**config.mk**
```make
export PLATFORM = sky130hd
export DESIGN_NAME = add_arbiter
export DESIGN_NICKNAME = d
export VERILOG_FILES = /design/src/rtl/add_arb_pkg.sv /design/src/rtl/bk_adder32.sv /design/src/rtl/add_arbiter.sv
export SDC_FILE = /design/constraint.sdc
export NUM_CORES = 1
export LEC_CHECK = 0
export CORE_MARGIN = 2
export CORE_UTILIZATION = 39
export CTS_CLUSTER_DIAMETER = 100
export DETAILED_ROUTE_END_ITERATION = 10
export PLACE_DENSITY = 0.82
export SYNTH_ARGS = -nofsm -noshare
export SYNTH_HDL_FRONTEND = slang
export SYNTH_SLANG_ARGS = --single-unit
```
**constraint.sdc**
```tcl
create_clock -name clk -period 7.65 [get_ports clk]
set_input_delay 2.295 -clock clk [delete_from_list [all_inputs] [get_ports clk]]
set_output_delay 2.295 -clock clk [all_outputs]
set_load 0.005 [all_outputs]
```
**src/rtl/add_arb_pkg.sv**
```systemverilog
// Shared constants and helpers for the add_arbiter slice (round-robin search, ID width).
// Optional subtract support is enabled by defining ADD_ARB_SUB_EN.
package add_arb_pkg;

    localparam int unsigned ADD_W   = 32;
    localparam int unsigned MAX_REQ = 8;
    localparam int unsigned MAX_IDW = 3;

    // Width of a requester index; a single requester still gets one bit.
    function automatic int unsigned id_width(input int unsigned n);
        return (n > 1) ? $clog2(n) : 1;
    endfunction

    // One-hot grant of the first valid requester at or after ptr, wrapping mod n.
    function automatic logic [MAX_REQ-1:0] rr_grant(
        input logic [MAX_IDW-1:0] ptr,
        input logic [MAX_REQ-1:0] valid,
        input int unsigned        n
    );
        logic [MAX_REQ-1:0] grant;
        logic               found;
        int unsigned        idx;
        grant = '0;
        found = 1'b0;
        for (int unsigned k = 0; k < MAX_REQ; k++) begin
            idx = (32'(ptr) + k) % n;
            if (k < n && !found && valid[idx[MAX_IDW-1:0]]) begin
                grant[idx[MAX_IDW-1:0]] = 1'b1;
                found = 1'b1;
            end
        end
        return grant;
    endfunction

endpackage

```
**src/rtl/bk_adder32.sv**
```systemverilog
// Brent-Kung parallel-prefix adder; carry-in folded into bit 0 generate.
module bk_adder32
    import add_arb_pkg::*;
#(
    parameter int unsigned W = ADD_W
) (
    input  logic [W-1:0] a,
    input  logic [W-1:0] b,
    input  logic         cin,
    output logic [W-1:0] sum,
    output logic         cout
);

    localparam int LVL = $clog2(W);

    logic [W-1:0] prop;
    logic [W-1:0] gp;
    logic [W-1:0] pp;

    always_comb begin
        prop  = a ^ b;
        gp    = a & b;
        pp    = prop;
        gp[0] = gp[0] | (pp[0] & cin);
        // Up-sweep: build group terms at power-of-two boundaries.
        for (int l = 0; l < LVL; l++) begin
            for (int i = (2 << l) - 1; i < int'(W); i += (2 << l)) begin
                gp[i] = gp[i] | (pp[i] & gp[i - (1 << l)]);
                pp[i] = pp[i] & pp[i - (1 << l)];
            end
        end
        // Down-sweep: fill in the remaining prefix positions.
        for (int l = LVL - 2; l >= 0; l--) begin
            for (int i = 3 * (1 << l) - 1; i < int'(W); i += (2 << l)) begin
                gp[i] = gp[i] | (pp[i] & gp[i - (1 << l)]);
                pp[i] = pp[i] & pp[i - (1 << l)];
            end
        end
        sum  = prop ^ {gp[W-2:0], cin};
        cout = gp[W-1];
    end

endmodule

```
**src/rtl/add_arbiter.sv**
```systemverilog
// Round-robin arbiter sharing one prefix adder between NREQ requesters, single-entry output stage.
// Define ADD_ARB_SUB_EN to add the per-requester req_sub input (a + ~b + 1).
module add_arbiter
    import add_arb_pkg::*;
#(
    parameter  int unsigned NREQ  = 3,
    parameter  int unsigned WIDTH = ADD_W,
    localparam int unsigned IDW   = id_width(NREQ)
) (
    input  logic                  clk,
    input  logic                  rst,
    input  logic [NREQ-1:0]       req_valid,
    output logic [NREQ-1:0]       req_ready,
    input  logic [NREQ*WIDTH-1:0] req_a,
    input  logic [NREQ*WIDTH-1:0] req_b,
    input  logic [NREQ-1:0]       req_cin,
`ifdef ADD_ARB_SUB_EN
    input  logic [NREQ-1:0]       req_sub,
`endif
    output logic                  rsp_valid,
    input  logic                  rsp_ready,
    output logic [IDW-1:0]        rsp_id,
    output logic [WIDTH-1:0]      rsp_sum,
    output logic                  rsp_cout
);

    logic [IDW-1:0]   ptr;
    logic             free_c;
    logic [NREQ-1:0]  grant_c;
    logic [IDW-1:0]   gidx_c;
    logic [IDW-1:0]   ptr_next_c;
    logic [WIDTH-1:0] a_sel_c;
    logic [WIDTH-1:0] b_sel_c;
    logic             cin_sel_c;
    logic [WIDTH-1:0] b_op_c;
    logic             cin_op_c;
    logic [WIDTH-1:0] sum_c;
    logic             cout_c;

    // Slot is free when empty or being drained this cycle; no grant during reset.
    assign free_c    = !rsp_valid || rsp_ready;
    assign grant_c   = (rst || !free_c) ? '0
                     : NREQ'(rr_grant(MAX_IDW'(ptr), MAX_REQ'(req_valid), NREQ));
    assign req_ready = grant_c;

    // Operand mux driven by the one-hot grant.
    always_comb begin
        gidx_c    = '0;
        a_sel_c   = '0;
        b_sel_c   = '0;
        cin_sel_c = 1'b0;
        b_op_c    = '0;
        cin_op_c  = 1'b0;
        for (int i = 0; i < int'(NREQ); i++) begin
            if (grant_c[i]) begin
                gidx_c    = IDW'(i);
                a_sel_c   = req_a[i*WIDTH +: WIDTH];
                b_sel_c   = req_b[i*WIDTH +: WIDTH];
                cin_sel_c = req_cin[i];
            end
        end
`ifdef ADD_ARB_SUB_EN
        b_op_c   = ((grant_c & req_sub) != '0) ? ~b_sel_c : b_sel_c;
        cin_op_c = ((grant_c & req_sub) != '0) ? 1'b1 : cin_sel_c;
`else
        b_op_c   = b_sel_c;
        cin_op_c = cin_sel_c;
`endif
    end

    assign ptr_next_c = (gidx_c == IDW'(NREQ - 1)) ? '0 : gidx_c + IDW'(1);

    bk_adder32 #(
        .W (WIDTH)
    ) u_adder (
        .a    (a_sel_c),
        .b    (b_op_c),
        .cin  (cin_op_c),
        .sum  (sum_c),
        .cout (cout_c)
    );

    // Output stage and round-robin pointer; pointer moves only on a grant.
    always_ff @(posedge clk) begin
        if (rst) begin
            rsp_valid <= 1'b0;
            rsp_sum   <= '0;
            rsp_cout  <= 1'b0;
            rsp_id    <= '0;
            ptr       <= '0;
        end else if (grant_c != '0) begin
            rsp_valid <= 1'b1;
            rsp_sum   <= sum_c;
            rsp_cout  <= cout_c;
            rsp_id    <= gidx_c;
            ptr       <= ptr_next_c;
        end else if (rsp_ready) begin
            rsp_valid <= 1'b0;
        end
    end

endmodule

```
---- Word-level counts from Yosys, hierarchy flattened ----
Index checks and enable logic that the tools add are counted.
cells by class
  $add $sub $neg .......................... 3
  multiply operators ...................... 0
  divide/modulo/power cells ............... 3
  $lt $le $gt $ge ......................... 6
  equal/unequal tests ..................... 1
  shift-type cells ........................ 0
  multiplexer cells ....................... 32
  bitwise gates (word level) .............. 147
  reduce and logical (&&, ||, !) cells .... 13
operators by type and width
  operator                 number
  $mux W32                 6
  $and A1 B1 Y1            84
  $mod A32 B2 Y32 const B  2
  $xor A32 B32 Y32         2
  $or A1 B1 Y1             58
  $and A32 B32 Y32         1
  $mod A2 B2 Y32 const B   1
  $mux W1                  14
  $lt A3 B4 Y1 const B     3
  $mux W3                  4
  $bmux W1 S3              3
  $demux W1 S3             3
  $ge A3 B1 Y1 const B     3
  $or A3 B3 Y3             2
  $logic_and A1 B1 Y1      5
  $logic_not A1 Y1         4
  $mux W2                  2
  $add A2 B1 Y3 const B    1
  $add A2 B2 Y3 const B    1
  $reduce_bool A3 Y1       1
  $add A2 B1 Y2 const B    1
  $eq A2 B2 Y1 const B     1
  $logic_or A1 B1 Y1       2
  $reduce_bool A2 Y1       1
storage, ports and cells
  register bits after elaboration ......... 38
  latch bits .............................. 0
  bits in writable memories ............... 0
  ROM bits ................................ 0
  input port bits ......................... 201
  output and inout bits ................... 39
  word-level logic and storage cells ...... 210
  memories ................................ 0

---- Depth between registers and ports, before layout ----
Gate-level depths: netlist (run 1).
  word-level depth ........................ 34
  mapped depth ............................ 23
  mapped depth without buffers ............ 21

---- Hierarchy ----
From an unflattened synthesis (run 1), not the netlist that was laid out.
unflattened totals
  cells, all modules ...................... 556
  area total of the unflattened synthesis .. 4635.7 um^2
by module, submodules not included
  module       instances  cells each  area an instance (um^2)  sequential area each (um^2)
  add_arbiter  1          387         3209.3                   740.7
  bk_adder32   1          169         1426.4                   0.0

---- Worst setup path before layout (run 1) ----
No wires, ideal clock.
  kind .................................... input to register
  start point ............................. in req_valid[0]
  end point ............................... reg rsp_sum[11]
  library setup time ...................... 0.080 ns
  arrival ................................. 6.480 ns
  data required time ...................... 7.570 ns
  setup slack ............................. 1.090 ns
  cell stages on the path ................. 21
  path buffers ............................ 3
  path through ............................ mux2_4 -> a21o_1 -> a32o_2 -> o31a_1 -> buf_6 -> buf_2 -> clkbuf_1 -> a21oi_1 -> nor2_1 -> fa_1 -> fa_1 -> a21o_1 -> nand4_1 -> nand2_1 -> a21o_1 -> a21oi_1 -> o21bai_1 -> a21o_1 -> fa_1 -> xnor2_1 -> a211oi_2
between the ends
  cells in the longest elaborated chain, start to end .. 27
  elaborated cells between the ends (all ways) .. 58
  classes of those cells .................. mux (21); bitwise (32); reduce/logical (5)
RTL lines
  item                           line               source
  from (decl)                    add_arbiter.sv:12  input logic [NREQ-1:0] req_valid,
  $bmux W1 S3                    add_arb_pkg.sv:27  if (k < n && !found && valid[idx[MAX_IDW-1:0]]) begin
  $mux W1 (implied by the code)  add_arb_pkg.sv:27
  $mux W1                        add_arb_pkg.sv:27
  $logic_not A1 Y1               add_arb_pkg.sv:27
  $logic_and A1 B1 Y1            add_arb_pkg.sv:27
  $mux W1                        add_arb_pkg.sv:27
  $logic_not A1 Y1               add_arb_pkg.sv:27
  $logic_and A1 B1 Y1            add_arb_pkg.sv:27
  (+11 left out)                 n/a
  $or A1 B1 Y1                   bk_adder32.sv:28   gp[i] = gp[i] | (pp[i] & gp[i - (1 << l)]);
  $and A1 B1 Y1                  bk_adder32.sv:28
  $or A1 B1 Y1                   bk_adder32.sv:28
  $and A1 B1 Y1                  bk_adder32.sv:35   gp[i] = gp[i] | (pp[i] & gp[i - (1 << l)]);
  $or A1 B1 Y1                   bk_adder32.sv:35
  $and A1 B1 Y1                  bk_adder32.sv:35
  $or A1 B1 Y1                   bk_adder32.sv:35
  $xor A32 B32 Y32               bk_adder32.sv:39   sum = prop ^ {gp[W-2:0], cin};
  to (signal assigned)           add_arbiter.sv:93  rsp_sum <= sum_c;
  to (decl)                      add_arbiter.sv:23  output logic [WIDTH-1:0] rsp_sum,
Every way passes the cells marked *; elsewhere a longest branch is shown, timed or not. The select of a mux whose other input is x is not followed.
A chain may end at the register's enable or synchronous reset.

---- Worst setup path after layout (run 1) ----
  start point ............................. in req_valid[2]
  end point ............................... out req_ready[2]
between the ends
  cells in the longest elaborated chain, start to end .. 10
  elaborated cells between the ends (all ways) .. 18
  classes of those cells .................. mux (12); bitwise (2); reduce/logical (4)
RTL lines
  item                           line               source
  $bmux W1 S3                    add_arb_pkg.sv:27
  $mux W1 (implied by the code)  add_arb_pkg.sv:27
  $mux W1                        add_arb_pkg.sv:27
  $logic_not A1 Y1               add_arb_pkg.sv:27
  $logic_and A1 B1 Y1            add_arb_pkg.sv:27
  $mux W1                        add_arb_pkg.sv:27
  $logic_not A1 Y1               add_arb_pkg.sv:27
  $logic_and A1 B1 Y1            add_arb_pkg.sv:27
  $mux W3 (*)                    add_arb_pkg.sv:27
  $mux W3 (*)                    add_arbiter.sv:42  assign grant_c = (rst || !free_c) ? '0
  to (decl)                      add_arbiter.sv:13  output logic [NREQ-1:0] req_ready,
Marked as above.

==> summary.md, run 1 <==
| Metric | Value |
|---|---|
| Outcome | `complete, no violations` |
| Area Growth Syn to Fin | `63.2%` |
| Critical path capture point | `req_ready[2]` |
| P_leak | `~2.9 nW` |
| Most common flop cell mapped by yosys | `dfxtp_1` |
| Layout Skew | `approximately 0.0077 ns` |
| Hold Path Class | `register to register` |
| Compound-gate portion of the synthesized area | `between 30% and 40%` |
| CP Class | `input port to output port` |
| Max_cap viols | `0` |
| Wire per inst | `around 19 um` |
| R2R Setup Slk | `1.91 ns` |
| Drt drc | `0` |
| ANT cells | `0` |
| CTS sink count | `37` |
| RSZ-0062 raised after global routing | `false` |
| CTS root buffer | `clkbuf_8` |
| Setup crit start kind | `input port` |
| R2R Path End | `rsp_sum[31]$_SDFFE_PP0P_` |
| Hold Fails Final Rpt | `0` |
| CTS tree | `yes` |
| Post-synthesis sequential area ratio | `around 18%` |
| I/O pin total | `240` |
| Routed via count | `4,846` |
| Antenna violations before repair | `0` |
| Post-synth EDFFs | `0` |
| Final ANT Viol Nets | `0` |
| Fin crit period | `between 7 and 8 ns` |
| Initial drt markers | `299` |
| Post-synth net total | `about 760` |
| R2r startpoint | `rsp_id[0]$_SDFFE_PP0P_` |
| Global placer's final weighted congestion | `between 0.9 and 1` |
| H-tree depth | `2` |
| FF+latch count, synth | `37` |
| Routed wire length | `~16,000 um` |
| Fill cells | `just under 900` |
| Total power | `between 2 and 2.5 mW` |
| Largest net degree at the start of global routing | `between 40 and 50` |
| Placement Cell Area | `0.00658 mm^2` |
| CP startpoint | `req_valid[2]` |
| Simple-gate area share of the yosys netlist | `between 10 and 15%` |
| Core ar. | `~0.010 mm^2` |
| Drt first pass iters | `5` |
| Worst Path Arrival | `about 5.0 ns` |
| Final net count | `981` |
| Post-synthesis mux area share | `0.610%` |
| Clock buffer depth | `2` |
| Hold Buf Count CTS | `0` |
| Mapped Cells | `roughly 510` |
| Routed vias/inst | `5.62` |
| Die area | `~0.011 mm^2` |
| Final HPWL DP | `12,600 um` |
| Clk_lat worst skew | `slightly below 0.3 ns` |
| Share of the synthesized area in the top cell type | `between 10% and 20%` |
| Number of global-route vias before repair | `4,923` |
| Largest family of logic cells by synthesized area | `compound AO/OA/AOI/OAI gates` |
| GRT Total Usage | `a little over a quarter` |
| Cell area after layout | `0.00669 mm^2` |
| Die Y | `approximately 110 um` |
| Grt ovf | `0` |
| Worst path required time | `~5.4 ns` |
| Synth area leader | `dfxtp_1` |
| Starting Density | `between 30% and 40%` |
| Share of layout cells above drive strength 1 | `8.68%` |
| Syn Std Cell Area | `slightly above 0.004 mm^2` |
| XOR/XNOR Fraction of Synth Area | `3.42%` |
| Synth Area in Adders | `between 15 and 20%` |
| First-pass GRT wire length | `roughly 25,000 um` |
| Setup violators final | `0` |
| Worst-path clk slew | `about 0.070 ns` |
| Rows | `37` |
| Actual transition at the worst max-transition pin | `around 0.9 ns` |
| Fraction of registers with async set/reset | `0%` |
| Fmax | `137 MHz` |
| Fin. max-slew vios | `0` |
| TritonCTS buffer count | `5` |
| Final TNS setup | `0 ns` |
| Yosys warnings | `0` |
| PwrDens | `between 300 and 400 mW/mm^2` |
| Count of input and output buffers | `~240` |
| Yosys cell types | `50` |
| Tcrit/Tclk final | `95.3%` |
| DIE WIDTH | `107 um` |
| Avg Cell Area, Syn | `between 8 and 9 um^2` |
| R2R depth | `21` |
| Relative slew slack | `40.0%` |
| CP Max Fanout | `25` |
| Worst Setup End Kind | `output port` |
| Synth top area cells | `dfxtp_1 (18%), ha_1 (12%), fa_1 (8.3%)` |
| Max VDD drop | `approximately 160 uV` |
per-layer routing:
metal / up-vias / GRT usage (%) / wire length (um)
met2: 235 / 52.5 / 8340
met5: - / 0 / 0
met4: 0 / 6.49 / 271
met3: 23 / 4.11 / 1230
met1: 2270 / 31.5 / 6380
li1: 2318 / - / -
critical path: stages:
cell and delay (ns):
clkdlybuf4s50_1 0.47, mux2_4 0.29, a21o_1 0.24, a2111oi_2 0.56, o21ai_4 0.08, inv_2 0.42, clkdlybuf4s50_1 0.62
kinds of logic (layout without fill, tap and decap cells):
logic type / Yosys count / in the layout
fa+ha+maj: 55 / 55
compound gates: 197 / 197
mux: 2 / 2
buf+inv: 83 / 303
flops: 37 / 37
xor+xnor: 16 / 16
simple gates: 116 / 116
power breakdown:
part | internal [mW] | switching [mW]
combinational | 0.773 | 0.955
clock | 0.0816 | 0.0737
sequential | 0.257 | 0.0335
layout make-up:
cell class	instances	area (um^2)	area share, %
multi-input cells	386	3030	45.2
clock buffers	7	96.3	1.44
clock inverters	1	5.00	0.0748
flip-flops and latches	37	741	11.1
inverters	45	169	2.52
well taps	136	170	2.54
repair buffers	250	2490	37.2
cell usage after synthesis, types with 3 or more instances:
| library cell | number |
|---|---|
| o21a_1 | 5 |
| a21oi_1 | 46 |
| ha_1 | 38 |
| nor2b_1 | 5 |
| and4_1 | 3 |
| clkbuf_1 | 22 |
| xor2_1 | 12 |
| nand4_1 | 3 |
| o21ai_0 | 20 |
| nand2b_1 | 3 |
| o22ai_1 | 28 |
| nand3_1 | 19 |
| o221a_2 | 14 |
| dfxtp_1 | 37 |
| nand2_1 | 23 |
| inv_1 | 44 |
| a21o_1 | 25 |
| fa_1 | 17 |
| buf_6 | 4 |
| a211oi_2 | 13 |
| buf_2 | 10 |
| a222oi_1 | 23 |
| nor2_1 | 54 |
| a211oi_1 | 4 |
| xnor2_1 | 4 |
how the worst min path moves through the flow:
stage | from | endpoint | slack, ns | cells after the start
CTS | rsp_sum[1]$_SDFFE_PP0P_ | rsp_sum[1]$_SDFFE_PP0P_ | 0.46 | 2
floorplan | rsp_sum[0]$_SDFFE_PP0P_ | rsp_sum[0]$_SDFFE_PP0P_ | 0.45 | 2
detailed placement | rsp_sum[1]$_SDFFE_PP0P_ | rsp_sum[1]$_SDFFE_PP0P_ | 0.45 | 2
finish | rsp_sum[2]$_SDFFE_PP0P_ | rsp_sum[2]$_SDFFE_PP0P_ | 0.46 | 2
global route | rsp_sum[1]$_SDFFE_PP0P_ | rsp_sum[1]$_SDFFE_PP0P_ | 0.49 | 2
global placement | rsp_sum[0]$_SDFFE_PP0P_ | rsp_sum[0]$_SDFFE_PP0P_ | 0.45 | 2
through the flow:
| step | hold slack, ns | util (%) | std cells | setup slack [ns] |
|---|---|---|---|---|
| global placement | 0.445 | 64.1 | 853 | 0.310 |
| floorplan | 0.450 | - | 506 | 1.09 |
| CTS | 0.463 | 65.0 | 861 | 0.348 |
| finish | 0.460 | 65.1 | 862 | 0.360 |
| global route | 0.489 | 65.1 | 862 | 0.0554 |
| detailed placement | 0.452 | 64.1 | 853 | 0.0761 |
registers in the layout, indices dropped and copies added (netlist names):
| signal | count |
|---|---|
| rsp_valid | 1 |
| rsp_cout | 1 |
| rsp_id | 2 |
| rsp_sum | 32 |
| ptr | 1 |
what timing repair did:
| action | CTS | global route |
|---|---|---|
| endpoints found under the setup margin | 0 | 4 |
| resized for setup | 0 | 1 |
| buffers inserted | 0 | 1 |
layout by cell type, fill, tap and decap left out, drive strengths merged, types with 3 or more instances in the layout:
master	instances
a2111oi	3
a211oi	17
a21o	25
a21oi	46
a222oi	23
and4	3
buf	11
clkbuf	7
clkdlybuf4s50	239
dfxtp	37
fa	17
ha	38
inv	45
nand2	23
nand2b	3
nand3	19
nand4	3
nor2	54
nor2b	5
o21a	5
o21ai	22
o221a	14
o22ai	28
xnor2	4
xor2	12
(Power assumes the default switching activity.)
==> run 2, diff against run 1 <==
--- a/config.mk
+++ b/config.mk
@@ -8,6 +8,7 @@
 export CORE_MARGIN = 2
 export CORE_UTILIZATION = 39
 export CTS_CLUSTER_DIAMETER = 100
+export CTS_CLUSTER_SIZE = 30
 export DETAILED_ROUTE_END_ITERATION = 10
 export PLACE_DENSITY = 0.82
 export SYNTH_ARGS = -nofsm -noshare
==> results of run 2 <==
The final DEF is identical to that of run 1; final timing and power are the same.
==> run 3, diff against run 2 <==
--- a/config.mk
+++ b/config.mk
@@ -8,9 +8,9 @@
 export CORE_MARGIN = 2
 export CORE_UTILIZATION = 39
 export CTS_CLUSTER_DIAMETER = 100
-export CTS_CLUSTER_SIZE = 30
 export DETAILED_ROUTE_END_ITERATION = 10
 export PLACE_DENSITY = 0.82
+export SLEW_MARGIN = 20
 export SYNTH_ARGS = -nofsm -noshare
 export SYNTH_HDL_FRONTEND = slang
 export SYNTH_SLANG_ARGS = --single-unit
==> constraint.sdc (replaced) <==
create_clock -name clk -period 7.55 [get_ports clk]
set_input_delay 2.265 -clock clk [delete_from_list [all_inputs] [get_ports clk]]
set_output_delay 2.265 -clock clk [all_outputs]
set_load 0.005 [all_outputs]
==> summary.md, run 3 (synthesis results as in run 1) <==
| Metric | Value |
|---|---|
| Outcome | `complete, no violations` |
| H-tree depth | `2 (unchanged)` |
| Starting Density | `39.9% (unchanged)` |
| Largest net degree at the start of global routing | `39 (-17%)` |
| Max_cap viols | `0 (unchanged)` |
| Busiest layer in global routing | `met2` |
| Actual transition at the worst max-transition pin | `0.939 ns (+0.0387 ns)` |
| Hold Path Class | `register to register` |
| Clk_lat worst skew | `0.29 ns (about the same)` |
| CTS tree | `yes` |
| Final net count | `984 (+0.31%)` |
| Die area | `0.0114 mm^2 (unchanged)` |
| Number of flip-flops in the largest register | `32 (unchanged)` |
| Routed via count | `4,876 (+0.62%)` |
| Area Growth Syn to Fin | `64.5%` |
| Core ar. | `0.0103 mm^2 (unchanged)` |
| Top reg by flops | `rsp_sum` |
| Worst Path Arrival | `7.40 ns (+2.41 ns)` |
| RSZ-0062 raised after global routing | `false` |
| Share of layout cells above drive strength 1 | `8.92% (+0.24 points)` |
| Grt met3 use | `4.97% (+0.86 points)` |
| CTS root buffer | `clkbuf_8` |
| Final TNS setup | `0 ns (unchanged)` |
| Grt ovf | `0 (unchanged)` |
| CP max stage cell | `a2111oi_0` |
| Fin. max-slew vios | `0 (unchanged)` |
| Top flop regs | `rsp_sum x32, rsp_id x2` |
| Tcrit/Tclk final | `about 96%` |
| ANT cells | `0 (unchanged)` |
| Max VDD drop | `151 uV (-3.5%)` |
| Initial drt markers | `487 (+63%)` |
| Layout Skew | `0.00525 ns (-0.00247 ns)` |
| First-pass GRT wire length | `25,400 um (+2.8%)` |
| Number of global-route vias before repair | `5,015 (+1.9%)` |
| CP max stage delay | `0.55 ns (-0.07 ns)` |
| Antenna violations before repair | `0 (unchanged)` |
| Most frequent cells in the layout | `clkdlybuf4s50_1 (239), nor2_1 (53), a21oi_1 (46)` |
| Worst-path clk slew | `0.08 ns (about the same)` |
| CP Max Fanout | `13 (-48%)` |
| Hold Buf Count CTS | `0 (unchanged)` |
| Fill cells | `875 (-0.34%)` |
| GRT Total Usage | `28.5% (+1.1 points)` |
| Fin crit period | `about 7.2 ns` |
| CP cell instances | `clkdlybuf4s50_1 -> mux2_4 -> a21o_1 -> a2111oi_0 -> o31a_2 -> buf_4 -> a21oi_1 -> nor2_1 -> fa_1 -> fa_1 -> a21o_1 -> nand4_1 -> a211oi_1 -> o211ai_1 -> a21oi_1 -> nor2_1 -> o21ba_2 -> fa_1 -> xor2_1 -> o21ai_0` |
| Fmax | `roughly 140 MHz` |
| Setup violators final | `0 (unchanged)` |
| P_leak | `2.88 nW (+1.1%)` |
| Hold Fails Final Rpt | `0 (unchanged)` |
| Most frequent CP cell | `fa_1` |
| Worst path required time | `7.71 ns (+2.35 ns)` |
| Global placer's final weighted congestion | `0.920 (+0.60%)` |
| Drt first pass iters | `7 (+2)` |
| I/O pin total | `240 (unchanged)` |
| CTS sink count | `37 (unchanged)` |
| TritonCTS buffer count | `5 (unchanged)` |
| Met1 Track Usage GR | `32.9% (+1.4 points)` |
| R2R Setup Slk | `1.72 ns (-0.19 ns)` |
| Setup crit start kind | `input port` |
| Setup bufs post-CTS | `0 (unchanged)` |
| Routed vias/inst | `5.64 (+0.27%)` |
| Drt drc | `0 (unchanged)` |
| Die Y | `107 um (unchanged)` |
| Clock buffer depth | `2 (unchanged)` |
| Routed wire length | `16,800 um (+3.5%)` |
| Resize count post-CTS | `0 (unchanged)` |
| CP Class | `input port to register` |
| Worst Setup End Kind | `register` |
| DIE WIDTH | `107 um (unchanged)` |
| PwrDens | `341 mW/mm^2 (+4.9%)` |
| Wire per inst | `19.4 um (+3.2%)` |
| Rows | `37 (unchanged)` |
| Min Hold Slack | `0.470 ns (+0.0103 ns)` |
| Count of input and output buffers | `239 (unchanged)` |
| Most common cell after layout, fill and taps aside | `clkdlybuf4s50_1` |
| Relative slew slack | `37.4% (-2.6 points)` |
| Routing usage on met2 | `53.4% (+0.91 points)` |
| Final ANT Viol Nets | `0 (unchanged)` |
| Final HPWL DP | `13,000 um (+3.1%)` |
run 3: final timing paths:
check                             end  depth (start not counted)               startpoint
max          rsp_sum[31]$_SDFFE_PP0P_                         20             req_valid[0]
min           rsp_sum[0]$_SDFFE_PP0P_                          2  rsp_sum[0]$_SDFFE_PP0P_
max reg2reg  rsp_sum[31]$_SDFFE_PP0P_                         21   rsp_id[0]$_SDFFE_PP0P_
min reg2reg   rsp_sum[0]$_SDFFE_PP0P_                          2  rsp_sum[0]$_SDFFE_PP0P_
run 3: final cells by class:
cell class / count / area [um^2] / share of cell area, %
Clock inverter: 3 / 65.1 / 0.964
Multi-Input combinational cell: 386 / 3030 / 44.9
Clock buffer: 5 / 68.8 / 1.02
Inverter: 45 / 169 / 2.50
Tap cell: 136 / 170 / 2.52
Timing Repair Buffer: 253 / 2500 / 37.1
Sequential cell: 37 / 741 / 11.0
run 3: through the flow:
stage,std cells,worst slack [ns],power [mW],area (um^2),utilization (%)
6_report,865,0.313,2.30,6750,65.7
5_1_grt,865,0.124,2.49,6750,65.7
4_1_cts,864,0.353,2.28,6730,65.5
3_5_place_dp,856,0.0690,2.06,6600,64.2
3_3_place_gp,856,0.184,1.98,6590,64.2
2_1_floorplan,506,1.02,1.50,4100,-
run 3: layer usage:
layer | vias up | share of wire [%]
met5 | - | 0
li1 | 2323 | -
met2 | 251 | 51
met1 | 2274 | 39
met4 | 0 | 1.9
met3 | 28 | 8.5
run 3: critical path, delay by kind of cell:
family          cells  cell delay, ns
fa+ha+maj           3            0.85
simple gates        3            0.50
buf+inv             2            0.72
compound gates     10            2.63
mux                 1            0.29
xor+xnor            1            0.13
run 3: power by group:
group | internal (mW) | leakage, nW | total (mW) | switching [mW]
clock network | 0.131 | 0.0681 | 0.211 | 0.0800
registers | 0.261 | 0.305 | 0.295 | 0.0338
logic | 0.793 | 2.51 | 1.79 | 1.00
